`config.mk`:
```
export PLATFORM = sky130hd
export DESIGN_NAME = tft_timing_gen
export DESIGN_NICKNAME = d
export VERILOG_FILES = /design/src/rtl/tft_timing_gen.sv
export SDC_FILE = /design/constraint.sdc
export NUM_CORES = 1
export LEC_CHECK = 0
export BUFFER_PORTS_ARGS = -buffer_cell sky130_fd_sc_hd__buf_2
export CORE_UTILIZATION = 46
export CTS_CLUSTER_DIAMETER = 120
export DETAILED_ROUTE_END_ITERATION = 10
export HOLD_SLACK_MARGIN = 0.06
export PLACE_DENSITY = 0.69
export SYNTH_ARGS = -nofsm -noshare
export SYNTH_HDL_FRONTEND = slang
export SYNTH_SLANG_ARGS = --single-unit
```
`constraint.sdc`:
```
create_clock -name sys_clk -period 2.21 [get_ports sys_clk]
set_clock_uncertainty 0.05 [all_clocks]
set_input_delay 0.5525 -clock sys_clk [delete_from_list [all_inputs] [get_ports sys_clk]]
set_output_delay 0.5525 -clock sys_clk [all_outputs]
set_load 0.02 [all_outputs]
```
`src/rtl/tft_timing_gen.sv`:
```
// tft_timing_gen
//   Parametrised TFT raster timing generator with an early pixel-request
//   front end and PWM backlight. Counters run on sys_clk; pixel requests are
//   issued PIX_LEAD clocks ahead of tft_de so a pipelined pixel generator
//   can return pix_data in time for the matching DE clock.
//
// Ports
//   sys_clk, sys_rst    pixel clock, synchronous active-high reset
//   tft_en              run request, acted on only at frame boundaries
//   bl_duty             backlight duty (0 = off, 255 = always on)
//   pix_data            generator pixel, valid PIX_LEAD-1 clocks after pix_req
//   pix_req/pix_x/pix_y pixel request and active-area coordinates (3FF when idle)
//   rgb_tft, tft_de     registered panel data and data enable
//   hsync, vsync        syncs, active level SYNC_POL
//   tft_clk             pass-through of sys_clk
//   tft_bl              backlight PWM
//   frame_start         one-clock pulse per frame, aligned with pix_req timing
module tft_timing_gen #(
    parameter int   H_SYNC   = 41,
    parameter int   H_BACK   = 2,
    parameter int   H_VALID  = 480,
    parameter int   H_FRONT  = 2,
    parameter int   V_SYNC   = 10,
    parameter int   V_BACK   = 2,
    parameter int   V_VALID  = 272,
    parameter int   V_FRONT  = 2,
    parameter int   PIX_LEAD = 2,
    parameter logic SYNC_POL = 1'b0,
    parameter int   DATA_W   = 16
) (
    input  logic              sys_clk,
    input  logic              sys_rst,
    input  logic              tft_en,
    input  logic [7:0]        bl_duty,
    input  logic [DATA_W-1:0] pix_data,
    output logic              pix_req,
    output logic [9:0]        pix_x,
    output logic [9:0]        pix_y,
    output logic [DATA_W-1:0] rgb_tft,
    output logic              hsync,
    output logic              vsync,
    output logic              tft_de,
    output logic              tft_clk,
    output logic              tft_bl,
    output logic              frame_start
);
    localparam int H_TOTAL = H_SYNC + H_BACK + H_VALID + H_FRONT;
    localparam int V_TOTAL = V_SYNC + V_BACK + V_VALID + V_FRONT;
    localparam int HW      = $clog2(H_TOTAL);
    localparam int VW      = $clog2(V_TOTAL);

    localparam logic [HW-1:0] H_LAST    = HW'(H_TOTAL - 1);
    localparam logic [HW-1:0] H_SYNC_E  = HW'(H_SYNC);
    localparam logic [HW-1:0] H_ACT_BEG = HW'(H_SYNC + H_BACK);
    localparam logic [HW-1:0] H_ACT_END = HW'(H_SYNC + H_BACK + H_VALID);
    localparam logic [VW-1:0] V_LAST    = VW'(V_TOTAL - 1);
    localparam logic [VW-1:0] V_SYNC_E  = VW'(V_SYNC);
    localparam logic [VW-1:0] V_ACT_BEG = VW'(V_SYNC + V_BACK);
    localparam logic [VW-1:0] V_ACT_END = VW'(V_SYNC + V_BACK + V_VALID);

    typedef enum logic {IDLE, RUN} state_t;

    state_t            state_q, state_d;
    logic [HW-1:0]     h_cnt_q, h_cnt_d;
    logic [VW-1:0]     v_cnt_q, v_cnt_d;

    logic              run, act_d, hs_act_d, vs_act_d, fs_d;
    logic [9:0]        pix_x_d, pix_y_d;

    logic              pix_req_q, frame_start_q;
    logic [9:0]        pix_x_q, pix_y_q;
    // Sync/DE delay line; stage 0 is registered alongside pix_req.
    logic [PIX_LEAD-1:0] de_pipe_q, hs_pipe_q, vs_pipe_q;
    logic              tft_de_q, hsync_q, vsync_q;
    logic [DATA_W-1:0] rgb_q;

    logic [7:0]        pwm_q, duty_q;
    logic              bl_q;

    always_comb begin
        state_d = state_q;
        h_cnt_d = h_cnt_q;
        v_cnt_d = v_cnt_q;
        unique case (state_q)
            IDLE: begin
                h_cnt_d = '0;
                v_cnt_d = '0;
                if (tft_en) state_d = RUN;
            end
            RUN: begin
                if (h_cnt_q == H_LAST) begin
                    h_cnt_d = '0;
                    if (v_cnt_q == V_LAST) begin
                        v_cnt_d = '0;
                        // tft_en only matters on the very last clock of a frame.
                        if (!tft_en) state_d = IDLE;
                    end else begin
                        v_cnt_d = v_cnt_q + 1'b1;
                    end
                end else begin
                    h_cnt_d = h_cnt_q + 1'b1;
                end
            end
            default: state_d = IDLE;
        endcase

        run      = (state_q == RUN);
        hs_act_d = run && (h_cnt_q < H_SYNC_E);
        vs_act_d = run && (v_cnt_q < V_SYNC_E);
        act_d    = run && (h_cnt_q >= H_ACT_BEG) && (h_cnt_q < H_ACT_END)
                       && (v_cnt_q >= V_ACT_BEG) && (v_cnt_q < V_ACT_END);
        fs_d     = run && (h_cnt_q == '0) && (v_cnt_q == '0);
        pix_x_d  = act_d ? 10'(h_cnt_q - H_ACT_BEG) : 10'h3FF;
        pix_y_d  = act_d ? 10'(v_cnt_q - V_ACT_BEG) : 10'h3FF;
    end

    always_ff @(posedge sys_clk) begin
        if (sys_rst) begin
            state_q       <= IDLE;
            h_cnt_q       <= '0;
            v_cnt_q       <= '0;
            pix_req_q     <= 1'b0;
            pix_x_q       <= 10'h3FF;
            pix_y_q       <= 10'h3FF;
            frame_start_q <= 1'b0;
            de_pipe_q     <= '0;
            hs_pipe_q     <= '0;
            vs_pipe_q     <= '0;
            tft_de_q      <= 1'b0;
            rgb_q         <= '0;
            hsync_q       <= ~SYNC_POL;
            vsync_q       <= ~SYNC_POL;
            pwm_q         <= '0;
            duty_q        <= '0;
            bl_q          <= 1'b0;
        end else begin
            state_q       <= state_d;
            h_cnt_q       <= h_cnt_d;
            v_cnt_q       <= v_cnt_d;
            pix_req_q     <= act_d;
            pix_x_q       <= pix_x_d;
            pix_y_q       <= pix_y_d;
            frame_start_q <= fs_d;

            de_pipe_q[0]  <= act_d;
            hs_pipe_q[0]  <= hs_act_d;
            vs_pipe_q[0]  <= vs_act_d;
            for (int i = 1; i < PIX_LEAD; i++) begin
                de_pipe_q[i] <= de_pipe_q[i-1];
                hs_pipe_q[i] <= hs_pipe_q[i-1];
                vs_pipe_q[i] <= vs_pipe_q[i-1];
            end

            // Last stage: pix_data for this pixel is valid on this edge.
            tft_de_q <= de_pipe_q[PIX_LEAD-1];
            rgb_q    <= de_pipe_q[PIX_LEAD-1] ? pix_data : '0;
            hsync_q  <= hs_pipe_q[PIX_LEAD-1] ? SYNC_POL : ~SYNC_POL;
            vsync_q  <= vs_pipe_q[PIX_LEAD-1] ? SYNC_POL : ~SYNC_POL;

            // Duty is only picked up at the period wrap so a change never
            // splits a PWM period.
            bl_q  <= (duty_q == 8'hFF) || (pwm_q < duty_q);
            if (pwm_q == 8'hFF) duty_q <= bl_duty;
            pwm_q <= pwm_q + 1'b1;
        end
    end

    assign pix_req     = pix_req_q;
    assign pix_x       = pix_x_q;
    assign pix_y       = pix_y_q;
    assign frame_start = frame_start_q;
    assign tft_de      = tft_de_q;
    assign rgb_tft     = rgb_q;
    assign hsync       = hsync_q;
    assign vsync       = vsync_q;
    assign tft_bl      = bl_q;
    assign tft_clk     = sys_clk;
endmodule

```
Word-level counts from Yosys, hierarchy flattened
Cells that the tools add are included.
W data, S select, Z words.
{"block": "totals", "register_bits": 84, "inputBits": 27, "out_inout_bits": 43, "wordCells": 61}
{"block": "op_classes", "addsub": 5, "order_cmp": 7, "eq_ne": 5, "muxes": 11, "bitwise": 3, "reduce_logical": 13}
{"operator": "$pmux W10 S2", "count": 1}
{"operator": "$mux W9", "count": 2}
{"operator": "$pmux W9 S2", "count": 1}
{"operator": "$eq A8 B8 Y1 const B", "count": 2}
{"operator": "$add A10 B1 Y10 const B", "count": 1}
{"operator": "$eq A10 B10 Y1 const B", "count": 1}
{"operator": "$ge A10 B6 Y1 const B", "count": 1}
{"operator": "$logic_not A10 Y1", "count": 1}
{"operator": "$lt A10 B10 Y1 const B", "count": 1}
{"operator": "$lt A10 B6 Y1 const B", "count": 1}
{"operator": "$mux W10", "count": 1}
{"operator": "$sub A10 B6 Y10 const B", "count": 1}
{"operator": "$sub A9 B4 Y10 const B", "count": 1}
{"operator": "$add A9 B1 Y9 const B", "count": 1}
{"operator": "$eq A9 B9 Y1 const B", "count": 1}
{"operator": "$ge A9 B4 Y1 const B", "count": 1}
{"operator": "$logic_not A9 Y1", "count": 1}
{"operator": "$lt A9 B4 Y1 const B", "count": 1}
{"operator": "$lt A9 B9 Y1 const B", "count": 1}
{"operator": "$add A8 B1 Y8 const B", "count": 1}
{"operator": "$logic_and A1 B1 Y1", "count": 8}
{"operator": "$lt A8 B8 Y1", "count": 1}
{"operator": "$mux W1", "count": 5}
{"operator": "$reduce_or A2 Y1", "count": 2}
{"operator": "4 further kinds", "count": 6}

Logic depth before layout (Yosys ltp)
{"block": "depth", "depth_word": 7, "depth_mapped": 7, "mapped_depth_nobuf": 6}

==> results.json <==
{
  "peakVddDrop_mv": 0.430,
  "synth_top_area_frac": 0.500,
  "routed_wl_um": 6740,
  "grt_start_max_net_pins": 21,
  "critPathLaunchType": "clock port",
  "rsz0062_at_grt": "no",
  "relSlewSlack": 0.396,
  "drcViolationCount": 0,
  "regToRegSetupSlack_ps": 170,
  "timing.final.hold_violations": 0,
  "drive_above_1_share": 0.237,
  "powerDensity_nw_per_um2": 748,
  "required_ps": 1610,
  "nets": 476,
  "grt_pass1_vias": 2543,
  "netlist_area_um2": 3320,
  "drt_iter0_drc": 89,
  "syn_avg_cell_area_um2": 9.23,
  "finalPower_w": 0.00303,
  "antenna_found_initial": 0,
  "gp_congestion": 0.788,
  "yosys-top-cells-area": "dfxtp_1 (50%), ha_1 (5.6%), a21oi_1 (3.6%)",
  "ys_ff_latch": 83,
  "viasPerCell": 5.00,
  "grt_overflow": 0,
  "cts_setup_buffers": 0,
  "hp-class": "input port to flip-flop",
  "max_cap_viol_count": 0,
  "synth.distinct_cells": 40,
  "setup_tns_ps": 0,
  "ant_nets": 0,
  "core_area_um2": 6870,
  "start_util": 0.484,
  "numPortBuffers": 69,
  "track_usage": 0.194,
  "antenna_cells": 0,
  "die_w_um": 87.0,
  "grt_first_pass_wirelength_um": 11300,
  "slew_violations": 0,
  "worst_pin_slew_ps": 894,
  "dp_hpwl_um": 4840,
  "die_h_um": 87.0,
  "synth_seq_area_share": 0.500,
  "synthCells": 360,
  "cts.clk_slew.worst_paths_ps": 80,
  "io_pins": 70,
  "cts_tree": "built",
  "status": "complete, no violations",
  "setup_violations": 0,
  "rows": 30,
  "cp-end-kind": "primary output",
  "die-area_um2": 7570,
  "dr.pass1.iters": 6,
  "ys_warn_count": 0,
  "wl_per_cell_um": 12.6,
  "yosys.area.top_type": "dfxtp_1",
  "worstPathArrival_ps": 1480,
  "vias": 2676,
  "syn_nets": 402,
  "areaGrowthSynthToFinish_pct": 21.9,
  "path_class": "clock port to primary output",
  "clkLatencyLatePin_ps": 450,
  "crit_fanout": 2,
  "p_leak_nw": 1.65,
  "cts.repair.resized": 0,
  "postCtsHoldBufs": 0
}
==> per-layer routing <==
layer | wire [µm] | GRT usage | up-vias
li1 | - | - | 1378
met3 | 311 | 0.0692 | 8
met5 | 0 | 0 | -
met4 | 79 | 0.0667 | 0
met2 | 3320 | 0.325 | 67
met1 | 3020 | 0.230 | 1223
==> state kept, by name, summed over array words and instances (netlist names) <==
| signal | flops |
|---|---|
| de_pipe_q | 2 |
| duty_q | 8 |
| frame_start | 1 |
| h_cnt_q | 10 |
| hs_pipe_q | 2 |
| hsync | 1 |
| pix_x | 10 |
| pix_y | 10 |
| pwm_q | 8 |
| rgb_tft | 16 |
| run | 1 |
| tft_bl | 1 |
| tft_de | 1 |
| v_cnt_q | 9 |
| vs_pipe_q | 2 |
| vsync | 1 |
==> Yosys cell counts (all sizes together) <==
cell type  number
a2111oi         1
a211oi          3
a21o            3
a21oi          24
a2bb2oi         1
a41oi           1
and2           17
and3            5
and4            1
buf             9
clkbuf         13
dfxtp          83
ha             15
inv            21
nand2          18
nand2b          4
nand3          24
nand3b          2
nand4          13
nand4b          2
nor2           26
nor2b           5
nor3            2
nor4            3
nor4b           1
o211ai          2
o21a            1
o21ai          19
o21bai          2
o311ai          1
o31ai           5
or2             1
or3             7
or4             4
xnor2          12
xor2            9
==> critical path: stages <==
cell and delay, ps:
clkbuf_8 110, clkbuf_8 120, buf_2 150
==> report_power, final <==
group	internal [W]	leakage [nW]	total [W]	switching [W]
Combinational	0.0000472	0.840	0.000109	0.0000615
Clock	0.000780	0.138	0.00140	0.000615
Sequential	0.00151	0.672	0.00153	0.0000127
==> layout make-up <==
type	count	area (µm²)
fillers	638	2820
flip-flops and latches	83	1660
multi-input cells	234	1480
repair buffers	81	438
clock buffers	14	174
well taps	96	120
clock inverters	6	97.6
inverters	21	78.8
==> path summary, 6_finish.rpt <==
check             cells past startpoint                 endpoint               startpoint
setup reg to reg                      4  v_cnt_q[8]$_SDFFE_PP0P_    h_cnt_q[7]$_SDFF_PP0_
hold reg to reg                       1         vsync$_SDFF_PP1_  vs_pipe_q[1]$_SDFF_PP0_
setup / recovery                      3                  tft_clk                  sys_clk
hold / removal                        2    rgb_tft[5]$_SDFF_PP0_              pix_data[5]
==> cell families after synthesis <==
family	after synthesis	synth area share
compound gates	63	0.114
fa+ha+maj	15	0.0565
xor+xnor	21	0.0553
flops	83	0.500
buf+inv	43	0.0542
simple gates	135	0.220
==> cell usage in the layout (no fill, tap or decap), types with 2 or more instances in the layout <==
cell type | netlist | routed
dfxtp_1 | 83 | 83
buf_2 | 6 | 69
nor2_1 | 26 | 26
nand3_1 | 24 | 24
a21oi_1 | 24 | 24
inv_1 | 21 | 21
nand2_1 | 18 | 18
o21ai_0 | 18 | 18
and2_1 | 17 | 17
ha_1 | 15 | 15
nand4_1 | 13 | 13
buf_4 | 3 | 13
xnor2_1 | 12 | 12
clkbuf_8 | 0 | 12
xor2_1 | 9 | 9
or3_1 | 7 | 7
and3_1 | 5 | 5
nor2b_1 | 5 | 5
o31ai_1 | 5 | 5
nand2b_1 | 4 | 4
or4_1 | 4 | 4
nor4_1 | 3 | 3
a21o_1 | 3 | 3
o21bai_1 | 2 | 2
o211ai_1 | 2 | 2
nand3b_1 | 2 | 2
a211oi_1 | 2 | 2
nand4b_1 | 2 | 2
clkinv_4 | 0 | 2
bufinv_16 | 0 | 2
==> stage by stage <==
step	setup WS (ps)	instance area [µm²]	std cells	hold WS, ps	utilization
finish	125	4050	535	246	0.590
global route	33.6	4050	535	221	0.590
CTS	121	4050	535	224	0.590
detailed placement	192	3780	516	318	0.551
global placement	286	3780	516	309	0.551
floorplan	369	3320	360	306	-
No activity file was read; power rests on OpenSTA's default activity.
